File: src/rtl/turn_signal_input.sv
// ---------------------------------------------------------------------------
// turn_signal_input
//
// Input conditioning for the tail-light sequencer. Each raw switch is
// synchronized and debounced. A free-running divider produces the animation
// step enable. A two-state FSM latches a left/right request on a step and
// holds it unchanged for a whole light sequence.
//
// Parameters:
//   DEBOUNCE_CYCLES  stable clk cycles needed to change a debounced switch (>=2)
//   TICK_DIV         clk cycles per animation step (>=2)
//   SEQ_TICKS        steps a latched command is held
//
// Ports:
//   clk        in   system clock
//   reset      in   asynchronous, active-high reset
//   sw_left    in   raw left-turn switch (asynchronous, bouncy)
//   sw_right   in   raw right-turn switch (asynchronous, bouncy)
//   sw_hazard  in   raw hazard switch (asynchronous, bouncy)
//   step       out  one-cycle pulse every TICK_DIV cycles (sequencer enable)
//   left       out  latched left request, constant for a whole sequence
//   right      out  latched right request, constant for a whole sequence
//   busy       out  high while a latched command is held
// ---------------------------------------------------------------------------
module turn_signal_input #(
    parameter int DEBOUNCE_CYCLES = 16,
    parameter int TICK_DIV        = 4,
    parameter int SEQ_TICKS       = 4
) (
    input  logic clk,
    input  logic reset,
    input  logic sw_left,
    input  logic sw_right,
    input  logic sw_hazard,
    output logic step,
    output logic left,
    output logic right,
    output logic busy
);

    localparam int DW = $clog2(DEBOUNCE_CYCLES);
    localparam int TW = $clog2(TICK_DIV);
    localparam int SW = (SEQ_TICKS > 1) ? $clog2(SEQ_TICKS) : 1;

    localparam logic [DW-1:0] DEB_LAST  = DW'(DEBOUNCE_CYCLES - 1);
    localparam logic [TW-1:0] TICK_LAST = TW'(TICK_DIV - 1);
    localparam logic [SW-1:0] SEQ_LAST  = SW'(SEQ_TICKS - 1);

    typedef enum logic {
        IDLE = 1'b0,
        RUN  = 1'b1
    } state_t;

    // Bit order for all per-switch vectors: [0]=left, [1]=right, [2]=hazard.
    logic [2:0]    raw;
    logic [2:0]    sync1;
    logic [2:0]    sync2;
    logic [2:0]    deb;
    logic [DW-1:0] deb_cnt [3];

    logic [TW-1:0] tick_cnt;
    logic [SW-1:0] seq_cnt;
    state_t        state;

    logic          req_l;
    logic          req_r;

    assign raw = {sw_hazard, sw_right, sw_left};

    // -----------------------------------------------------------------------
    // Two-flop synchronizer.
    // -----------------------------------------------------------------------
    // NOTE: sequential state uses non-blocking assignments so every flop
    // samples pre-edge values; blocking here would collapse the two stages.
    always_ff @(posedge clk or posedge reset) begin
        if (reset) begin
            sync1 <= '0;
            sync2 <= '0;
        end else begin
            sync1 <= raw;
            sync2 <= sync1;
        end
    end

    // -----------------------------------------------------------------------
    // Debounce: a switch must disagree with its debounced value on
    // DEBOUNCE_CYCLES consecutive cycles before the debounced value follows.
    // Any agreement in between restarts the count from zero.
    // -----------------------------------------------------------------------
    // NOTE: the counter array is a handful of flops, not a RAM, so it is
    // reset element by element like any other register.
    always_ff @(posedge clk or posedge reset) begin
        if (reset) begin
            deb <= '0;
            for (int i = 0; i < 3; i++) begin
                deb_cnt[i] <= '0;
            end
        end else begin
            for (int i = 0; i < 3; i++) begin
                if (sync2[i] == deb[i]) begin
                    deb_cnt[i] <= '0;
                end else if (deb_cnt[i] == DEB_LAST) begin
                    deb[i]     <= sync2[i];
                    deb_cnt[i] <= '0;
                end else begin
                    deb_cnt[i] <= deb_cnt[i] + 1'b1;
                end
            end
        end
    end

    // -----------------------------------------------------------------------
    // Free-running step divider, independent of the FSM.
    // -----------------------------------------------------------------------
    always_ff @(posedge clk or posedge reset) begin
        if (reset) begin
            tick_cnt <= '0;
        end else if (tick_cnt == TICK_LAST) begin
            tick_cnt <= '0;
        end else begin
            tick_cnt <= tick_cnt + 1'b1;
        end
    end

    // Pure compare on a register, so step is glitch-free and reset forces it
    // low at once through the counter.
    assign step = (tick_cnt == TICK_LAST);

    // -----------------------------------------------------------------------
    // Request decode. Left and right together light both sides, exactly
    // like hazard, which the OR form gives directly.
    // -----------------------------------------------------------------------
    assign req_l = deb[0] | deb[2];
    assign req_r = deb[1] | deb[2];

    // -----------------------------------------------------------------------
    // Sequence FSM. Requests are only sampled on a step in IDLE; in RUN the
    // outputs are frozen so the sequencer sees one command per sequence.
    // Returning to IDLE on a step means the earliest re-latch is the next
    // step, which guarantees one dark step between sequences.
    // -----------------------------------------------------------------------
    always_ff @(posedge clk or posedge reset) begin
        if (reset) begin
            state   <= IDLE;
            left    <= 1'b0;
            right   <= 1'b0;
            busy    <= 1'b0;
            seq_cnt <= '0;
        end else if (step) begin
            case (state)
                IDLE: begin
                    if (req_l || req_r) begin
                        state   <= RUN;
                        left    <= req_l;
                        right   <= req_r;
                        busy    <= 1'b1;
                        seq_cnt <= '0;
                    end
                end
                RUN: begin
                    if (seq_cnt == SEQ_LAST) begin
                        state   <= IDLE;
                        left    <= 1'b0;
                        right   <= 1'b0;
                        busy    <= 1'b0;
                        seq_cnt <= '0;
                    end else begin
                        seq_cnt <= seq_cnt + 1'b1;
                    end
                end
                default: begin
                    state   <= IDLE;
                    left    <= 1'b0;
                    right   <= 1'b0;
                    busy    <= 1'b0;
                    seq_cnt <= '0;
                end
            endcase
        end
    end

endmodule

File: config.mk
export PLATFORM = sky130hd
export DESIGN_NAME = turn_signal_input
export DESIGN_NICKNAME = d
export VERILOG_FILES = /design/src/rtl/turn_signal_input.sv
export SDC_FILE = /design/constraint.sdc
export NUM_CORES = 1
export LEC_CHECK = 0
export ABC_CLOCK_PERIOD_IN_PS = 1900
export BUFFER_PORTS_ARGS = -buffer_cell sky130_fd_sc_hd__buf_4
export CORE_ASPECT_RATIO = 1.25
export CORE_MARGIN = 1
export CORE_UTILIZATION = 56
export CTS_CLUSTER_DIAMETER = 80
export CTS_CLUSTER_SIZE = 24
export DETAILED_ROUTE_END_ITERATION = 8
export PLACE_DENSITY = 0.75
export SLEW_MARGIN = 10
export SYNTH_ARGS = -nofsm -noshare
export SYNTH_HDL_FRONTEND = slang
export SYNTH_SLANG_ARGS = --single-unit
File: constraint.sdc
create_clock -name clk -period 1.9 [get_ports clk]
set_clock_uncertainty 0.15 [all_clocks]
set_input_delay 0.285 -clock clk [delete_from_list [all_inputs] [get_ports clk]]
set_output_delay 0.285 -clock clk [all_outputs]
set_load 0.02 [all_outputs]
=== Word level (Yosys, flattened, before mapping) ===
Index checks and enable logic that the tools add are counted.

* $add $sub $neg: 5
* Eq/ne operators: 10
* Mux-type cells: 20
* Bitwise gates (word level): 6
* Reduce and logical (&&, ||, !) cells: 6

{| class="wikitable"
|+ Operator list
! cell !! count
|-
| 2-to-1 mux 4 bit || 6
|-
| adder 4 x 1 -> 4 bit, second input constant || 3
|-
| == test 4 bit, second input constant || 3
|-
| one-hot mux 1 bit (2 select lines) || 4
|-
| AND reduction 2 bit || 4
|-
| 2-to-1 mux 1 bit || 6
|-
| 2-to-1 mux 2 bit || 3
|-
| adder 2 x 1 -> 2 bit, second input constant || 2
|-
| == test 2 bit, second input constant || 2
|-
| inverter 1 bit || 4
|-
| one-hot mux 2 bit (2 select lines) || 1
|-
| == test 1 bit || 3
|-
| AND reduction 3 bit || 1
|-
| != test 2 x 1 -> 1 bit, second input constant || 1
|-
| != test 2 bit, second input constant || 1
|-
| bitwise OR 1 bit || 2
|-
| logical OR 1 bit || 1
|}

* Flip-flop bits (word level): 29
* Input port bits: 5
* Output and inout bits: 4
* Word-level logic and storage cells: 61

=== Longest topological paths before layout ===
Gate-level depths: netlist of run 1.

* Word-level depth: 4
* Depth in mapped cells: 5
* Depth with buffers taken out: 4

=== Worst setup path before layout of run 1 ===
No wires, ideal clock.

* Path type: register -> register
* Start: reg tick_cnt[0]
* End: reg left
* Library setup time: 0.121 ns
* Arrival time: 1.179 ns
* Slack: 0.450 ns
* Stages on the path, launching flop included: 5
* Buffers on the path: 1
* Cells stage by stage: dfrtp_1 -> ha_1 -> buf_2 -> o21ai_0 -> a22o_1

* Cells in the longest elaborated chain, start to end: 2

{| class="wikitable"
|+ Ends and longest elaborated chain
! item !! RTL line !! source
|-
| start: declaration || 61 || <nowiki>logic [TW-1:0] tick_cnt;</nowiki>
|-
| start signal: assignment || 121 || <nowiki>tick_cnt <= tick_cnt + 1'b1;</nowiki>
|-
| == test 2 bit || 127 || <nowiki>assign step = (tick_cnt == TICK_LAST);</nowiki>
|-
| via step || 35 || <nowiki>output logic step,</nowiki>
|-
| AND reduction 3 bit (no source line) || - ||
|-
| end signal: assignment || 154 || <nowiki>left <= req_l;</nowiki>
|-
| end: declaration || 36 || <nowiki>output logic left,</nowiki>
|}

The timed path passes the listed nets, and every way through them passes these cells.
A chain may end at the register's enable or synchronous reset.

=== Worst setup path in the final report of run 1 ===
* Start: reg tick_cnt[0]
* End: out step

* Cells in the longest elaborated chain, start to end: 1

{| class="wikitable"
|+ Ends and longest elaborated chain
! item !! RTL line
|-
| == test 2 bit || 127
|-
| end: declaration || 35
|}

Every way passes these cells.

==> metrics.md, run 1 <==
| Metric | Value |
|---|---|
| Vias in the first global route | 755 |
| Post-synth EDFFs | 0 |
| Slew headroom | 74.7% |
| CP startpoint | tick_cnt[0]$_DFF_PP0_ |
| Bufs and invs on worst path | 1 |
| Setup-failing EPs final | 0 |
| TritonCTS clock tree | built |
| Synth area leader | dfrtp_1 |
| Area added between synthesis and finish | 18.5% |
| First DRT Iteration DRCs | 5 |
| Pre-Repair DR Iteration Count | 3 |
| Fin. Hold Viols | 0 |
| Clk sinks | 29 |
| Final worst setup slack | 0.178 ns |
| Reg2reg path depth | 4 |
| Critical Path, Cell by Cell | ha_1 > buf_4 |
| R2R Path End | right$_DFFE_PP0P_ |
| Max VDD drop | 0.851 mV |
| Top cells by area, synth | dfrtp_1 (62%), ha_1 (5.3%), xnor2_1 (4.5%) |
| Setup TNS | 0 ns |
| Syn Area/Cell | 12.3 sq um |
| Crit path to | step |
| Die height | 53.1 um |
| Inserted Clock Buffers | 5 |
| Startpoint Class | register |
| Crit Path Class | reg2out |
| Unrepaired setup endpoints after global routing | no |
| Final nets | 124 |
| Initial core utilization | 59.0% |
| Worst path required time | 1.46 ns |
| Worst-path clk slew | 0.09 ns |
| Post-DR vias/cell | 5.77 |
| M1 GR Usage | 20.9% |
| Syn Inst Count | 95 |
| I/O pin count | 9 |
| CP Depth | 2 |
| Minimum clock period | 1.72 ns |
| Die Area | 2280 sq um |
| CP Max Fanout | 12 |
| Slew Viols, Final | 0 |
| Post-cts resize count | 0 |
| Routed Antenna Nets | 0 |
| Synth unique cells | 22 |
| Final Util | 69.9% |
| Post-CTS Setup Repair Bufs | 0 |
| Total wire length | 1770 um |
| Final non-filler cell area | 1390 sq um |
| Ant. Diodes | 0 |
| Max_cap viols | 0 |
| Core Area | 1980 sq um |
| H-tree Lvls | 2 |
| Clock root buffer | clkbuf_4 |
| M3 GR Usage | 8.53% |
| Avg WL per Cell | 13.1 um |
| Share of post-route cells with drive strength above 1 | 18.3% |
| Port bufs | 8 |
| Global-route wire length before repair | 3160 um |
| Register area share after synthesis | 62.0% |
| Largest net degree at the start of global routing | 23 |
| Slew at the pin closest to its max-slew limit | 0.379 ns |
| Setup WS pre-CTS | 0.451 ns |
| DP Area | 1260 sq um |
| Top-count cell post-synth | dfrtp_1 |
| Hold bufs inserted after CTS | 4 |
| Congestion Overflow GR | 0 |
| Worst hold path type | reg2reg |
| Warnings from Yosys | 0 |
| Final Total Pwr | 1.25 mW |
| Critical Path AT | 1.29 ns |
| Asr flop ratio synth | 100% |
| Post-synth top cells | dfrtp_1 (29), a21oi_1 (9), o21ai_0 (8) |
| Slowest CP cell | ha_1 |
| DRC Markers | 0 |
| Synthesized cell area | 1170 sq um |
| Worst-Skew Late Latency | 0.32 ns |
| RePlAce Congestion | 0.727 |
| Outcome | finished clean |
| Via count | 779 |
| Initial antenna violation count | 0 |
| Number of synthesized register bits | 29 |
| CP delay by family, top | adder cells |
| Pwr dens | 901 nW/um^2 |
| M2 GR Usage | 32.8% |
| CP Capture Type | output port |
| Prevailing post-synth register cell | dfrtp_1 |
| P_leak | 0.639 nW |
| Fmax | 581 MHz |
| Row cnt | 18 |
| Critical Path Max Stage Delay | 0.39 ns |
| Final period utilization | 90.6% |
| Die X | 42.9 um |
| R2R Path Start | tick_cnt[0]$_DFF_PP0_ |
| R2r setup slk | 0.42 ns |
| GRT Total Usage | 20.0% |
| Gr busiest metal | met2 |
| CTS max path bufs | 2 |
| Syn_nets | 105 |
| HPWL Detailed | 1270 um |
| Top cell type's share of synthesized area | 62.0% |
[report_power, final]
| part | internal, mW | switching (mW) |
|---|---|---|
| sequential | 0.641 | 0.0210 |
| clock | 0.313 | 0.209 |
| combinational | 0.0335 | 0.0324 |
[worst min path at each step]
stage                                  start                    to  slack (ns)  depth (start not counted)
final                     sync1[1]$_DFF_PP0_    sync2[1]$_DFF_PP0_        0.20                          0
after global routing      sync1[1]$_DFF_PP0_    sync2[1]$_DFF_PP0_        0.20                          0
after CTS                 sync1[2]$_DFF_PP0_    sync2[2]$_DFF_PP0_        0.21                          0
after detailed placement               reset  deb_cnt[0]$_DFF_PP0_        0.09                          2
after global placement                 reset  deb_cnt[0]$_DFF_PP0_        0.09                          2
after floorplan                      sw_left    sync1[0]$_DFF_PP0_        0.17                          0
[metal layers]
layer	routed length, um	part of all wire (%)
met1	726	41
met2	932	53
met3	75	4.2
met4	32	1.8
met5	0	0
[placed cells by master, fill, tap and decap left out, types with 2 or more instances in the layout]
cell type / synthesis / routed
clkbuf_4: 0 / 5
nand3_1: 3 / 3
nor3b_1: 2 / 2
o21ai_0: 8 / 8
ha_1: 5 / 5
nand4b_1: 3 / 3
mux2_2: 3 / 3
inv_1: 7 / 7
xnor2_1: 6 / 6
nand2_1: 4 / 4
nor2b_1: 2 / 2
nor2_1: 4 / 4
a21oi_1: 9 / 9
dlygate4sd3_1: 0 / 4
dfrtp_1: 29 / 29
a22o_1: 2 / 2
buf_4: 0 / 9
[stage by stage]
step,hold slack [ns],cells
2_1_floorplan,0.166,95
3_3_place_gp,0.0878,123
3_5_place_dp,0.0947,123
4_1_cts,0.206,135
5_1_grt,0.201,135
6_report,0.197,135
[cell families after synthesis]
| family | share of synthesized area, % |
|---|---|
| AO/OA/AOI/OAI | 12.9 |
| XOR/XNOR | 4.49 |
| adder cells (fa/ha/maj) | 5.35 |
| multiplexers | 2.89 |
| AND/OR/NAND/NOR | 9.62 |
| flip-flops | 62.0 |
| buffers and inverters | 2.67 |
[layout make-up]
cell class | count | area [sq um]
clock buffer | 6 | 51.3
clock inverter | 2 | 37.5
fill | 156 | 596
inverter | 7 | 26.3
multi-input combinational | 58 | 413
sequential | 29 | 726
tap | 20 | 25.0
timing repair buffer | 13 | 108
[registers in the layout, indices dropped and copies added, names as in the netlist]
signal and cells:
sync1 3, busy 1, left 1, sync2 3, state 1, deb_cnt 12, tick_cnt 2, right 1
deb 3, seq_cnt 2
Note: power is estimated with default switching activity, not from simulation.
==> run 2, diff against run 1 <==
--- a/config.mk
+++ b/config.mk
@@ -5,15 +5,16 @@
 export SDC_FILE = /design/constraint.sdc
 export NUM_CORES = 1
 export LEC_CHECK = 0
+export ABC_AREA = 1
 export ABC_CLOCK_PERIOD_IN_PS = 1900
 export BUFFER_PORTS_ARGS = -buffer_cell sky130_fd_sc_hd__buf_4
 export CORE_ASPECT_RATIO = 1.25
 export CORE_MARGIN = 1
-export CORE_UTILIZATION = 56
+export CORE_UTILIZATION = 57
 export CTS_CLUSTER_DIAMETER = 80
 export CTS_CLUSTER_SIZE = 24
 export DETAILED_ROUTE_END_ITERATION = 8
-export PLACE_DENSITY = 0.75
+export PLACE_DENSITY = 0.76
 export SLEW_MARGIN = 10
 export SYNTH_ARGS = -nofsm -noshare
 export SYNTH_HDL_FRONTEND = slang
==> metrics.md, run 2 <==
| Metric | Value |
|---|---|
| Outcome | finished, violations left |
| Failing checks | design-rule violations |
| Setup TNS | 0 ns (unchanged) |
| Flop pwr share | 60.0% (+7.0 points) |
| Inserted Clock Buffers | 5 (unchanged) |
| Routed Antenna Nets | 0 (unchanged) |
| Fmax | 588 MHz (+1.3%) |
| TritonCTS clock tree | built |
| Clock root buffer | clkbuf_4 |
| Pwr dens | 777 nW/um^2 (-14%) |
| Prevailing post-synth register cell | dfrtp_1 |
| Unrepaired setup endpoints after global routing | no |
| Max_cap viols | 0 (unchanged) |
| Warnings from Yosys | 0 (unchanged) |
| Syn Inst Count | 131 (+38%) |
| CP Capture Type | output port |
| Final nets | 160 (+29%) |
| Global-route wire length before repair | 3480 um (+10%) |
| Pre-Repair DR Iteration Count | 7 (+4) |
| Fin. Hold Viols | 0 (unchanged) |
| DRC Markers | 2 (+2) |
| RePlAce Congestion | 0.806 (+11%) |
| Worst-path clk slew | 0.08 ns (about the same) |
| Worst-Skew Late Latency | 0.32 ns (about the same) |
| DP Area | 1310 sq um (+4.5%) |
| CTS max path bufs | 2 (unchanged) |
| XOR/XNOR Fraction of Synth Area | 0% (-4.5 points) |
| Synth unique cells | 18 (-18%) |
| CP Max Fanout | 10 (-2) |
| Top cells by area, synth | dfrtp_1 (59%), nand2_1 (12%), ha_1 (5.1%) |
| Post-CTS Setup Repair Bufs | 0 (unchanged) |
| Final non-filler cell area | 1410 sq um (+1.6%) |
| Synth Area in Adders | 5.09% (-0.26 points) |
| Ant. Diodes | 0 (unchanged) |
| I/O pin count | 9 (unchanged) |
| Clk sinks | 29 (unchanged) |
| Slew at the pin closest to its max-slew limit | 0.357 ns (-0.0222 ns) |
| Synthesized cell area | 1230 sq um (+5.0%) |
| Comb power frac | 6.1% (+0.8 points) |
| Clock share of power | 33.8% (-7.9 points) |
| Fill cells | 158 (+1.3%) |
| Most flop-heavy register | deb_cnt |
| Row cnt | 18 (unchanged) |
| Asr flop ratio synth | 100% (unchanged) |
| Slew headroom | 76.2% (+1.5 points) |
| Max FFs per register | 12 (unchanged) |
| Worst hold stages | 0 (unchanged) |
| Congestion Overflow GR | 0 (unchanged) |
| Avg WL per Cell | 12.0 um (-8.5%) |
| Initial antenna violation count | 0 (unchanged) |
| Setup-failing EPs final | 0 (unchanged) |
| Startpoint Class | register |
| Vias in the first global route | 860 (+14%) |
| Worst hold path type | reg2reg |
| Final Total Pwr | 1.09 mW (-12%) |
| Post-synth top cells | nand2_1 (38), dfrtp_1 (29), inv_1 (15) |
| Syn Area/Cell | 9.38 sq um (-24%) |
| Slew Viols, Final | 0 (unchanged) |
| Register area share after synthesis | 59.1% (-3.0 points) |
| GRT Total Usage | 21.9% (+1.9 points) |
| Total wire length | 2030 um (+15%) |
| Synth area leader | dfrtp_1 |
| Largest family of logic cells by synthesized area | simple AND/OR/NAND/NOR gates |
| Switching power | 0.251 mW (-4.1%) |
| Crit Path Class | reg2out |
| First DRT Iteration DRCs | 14 (+9) |
| Final period utilization | 89.5% (-1.2 points) |
| H-tree Lvls | 2 (unchanged) |
| Die Area | 2350 sq um (+3.1%) |
| Syn_nets | 141 (+34%) |
| Die X | 43.5 um (+1.5%) |
| Compound-Gate Fraction of Synth Area | 1.93% (-11 points) |
| Number of synthesized register bits | 29 (unchanged) |
| Port bufs | 8 (unchanged) |
| Top cell type's share of synthesized area | 59.1% (-3.0 points) |
| Int Power | 0.843 mW (-15%) |
| Minimum clock period | 1.70 ns (-0.0224 ns) |
| Most frequent cells in the layout | nand2_1 (38), dfrtp_1 (29), inv_1 (15), nor2_1 (14), nand3_1 (10) |
| Reg2reg path depth | 6 (+2) |
| HPWL Detailed | 1470 um (+16%) |
| Initial core utilization | 61.3% (+2.3 points) |
| Multiplexer share of the synthesized area | 0% (-2.9 points) |
| Max VDD drop | 0.565 mV (-34%) |
| Commonest non-fill, non-tap cell in the layout | nand2_1 |
| Switching Share | 23.0% (+2.0 points) |
| P_leak | 0.751 nW (+18%) |
| Final Util | 70.3% (+0.34 points) |
| Post-DR vias/cell | 5.19 (-10%) |
| Share of post-route cells with drive strength above 1 | 16.7% (-1.6 points) |
| Via count | 883 (+13%) |
| Die height | 53.9 um (+1.5%) |
| Critical Path AT | 1.26 ns (-0.03 ns) |
| Core Area | 2000 sq um (+1.1%) |
| Post-synth EDFFs | 0 (unchanged) |
| Worst path required time | 1.46 ns (about the same) |
| Top-count cell post-synth | nand2_1 |
| Area added between synthesis and finish | 14.7% |
| Post-Synth Simple-Gate Area | 28.4% (+19 points) |
| Largest net degree at the start of global routing | 30 (+30%) |
## run 2: worst max-delay path, stage by stage, from the launching register on
cell,delay [ns]
dfrtp_1,0.36
ha_1,0.37
buf_4,0.21
## run 2: path summary, 6_finish.rpt
check	start	to	slack [ns]
min in group asynchronous	reset	deb_cnt[6]$_DFF_PP0_	0.44
min reg2reg	sync1[0]$_DFF_PP0_	sync2[0]$_DFF_PP0_	0.20
max reg2reg	deb_cnt[4]$_DFF_PP0_	deb_cnt[4]$_DFF_PP0_	0.60
max	tick_cnt[0]$_DFF_PP0_	step	0.20
min	sync1[0]$_DFF_PP0_	sync2[0]$_DFF_PP0_	0.20
max in group asynchronous	reset	deb_cnt[1]$_DFF_PP0_	0.90
## run 2: through the flow
| stage | worst slack, ns | instances | hold slack, ns |
|---|---|---|---|
| 6_report | 0.200 | 170 | 0.203 |
| 5_1_grt | 0.105 | 170 | 0.210 |
| 4_1_cts | 0.192 | 170 | 0.205 |
| 3_5_place_dp | 0.561 | 159 | 0.187 |
| 3_3_place_gp | 0.597 | 159 | 0.185 |
| 2_1_floorplan | 0.652 | 131 | 0.166 |
## run 2: area by class of cell
class | count | area, sq um | area share, %
sequential | 29 | 726 | 51.5
multi-input combinational | 85 | 435 | 30.9
inverter | 16 | 60.1 | 4.26
tap | 20 | 25.0 | 1.78
clock buffer | 7 | 55.1 | 3.91
timing repair buffer | 13 | 108 | 7.64
## run 2: timing repair
item,4_1_cts,5_1_grt
hold buffers,4,0
resized for setup,0,0
endpoints found under the hold margin,32,0
## run 2: cells by family (layout without fill, tap and decap cells)
family	Yosys count	in the layout
AOI/OAI and AO/OA	4	4
adders and majority gates	5	5
buffers and inverters	17	36
DFF	29	29
and+or+nand+nor	76	76
## run 2: power groups by stage
stage	combinational, mW	clock (mW)	sequential (mW)
final	0.0672	0.370	0.657
after global routing	0.0781	0.395	0.661
after CTS	0.0695	0.382	0.657
after detailed placement	0.0629	0	0.669
after global placement	0.0586	0	0.667
after floorplan	0.0427	0	0.666
## run 2: metal layers
layer	share of wire, %	routed length [um]	global-route usage (%)
met1	41	844	22.0
met2	53	1080	38.9
met3	2.5	51	6.04
met4	2.8	57	15.6
met5	0	0	0
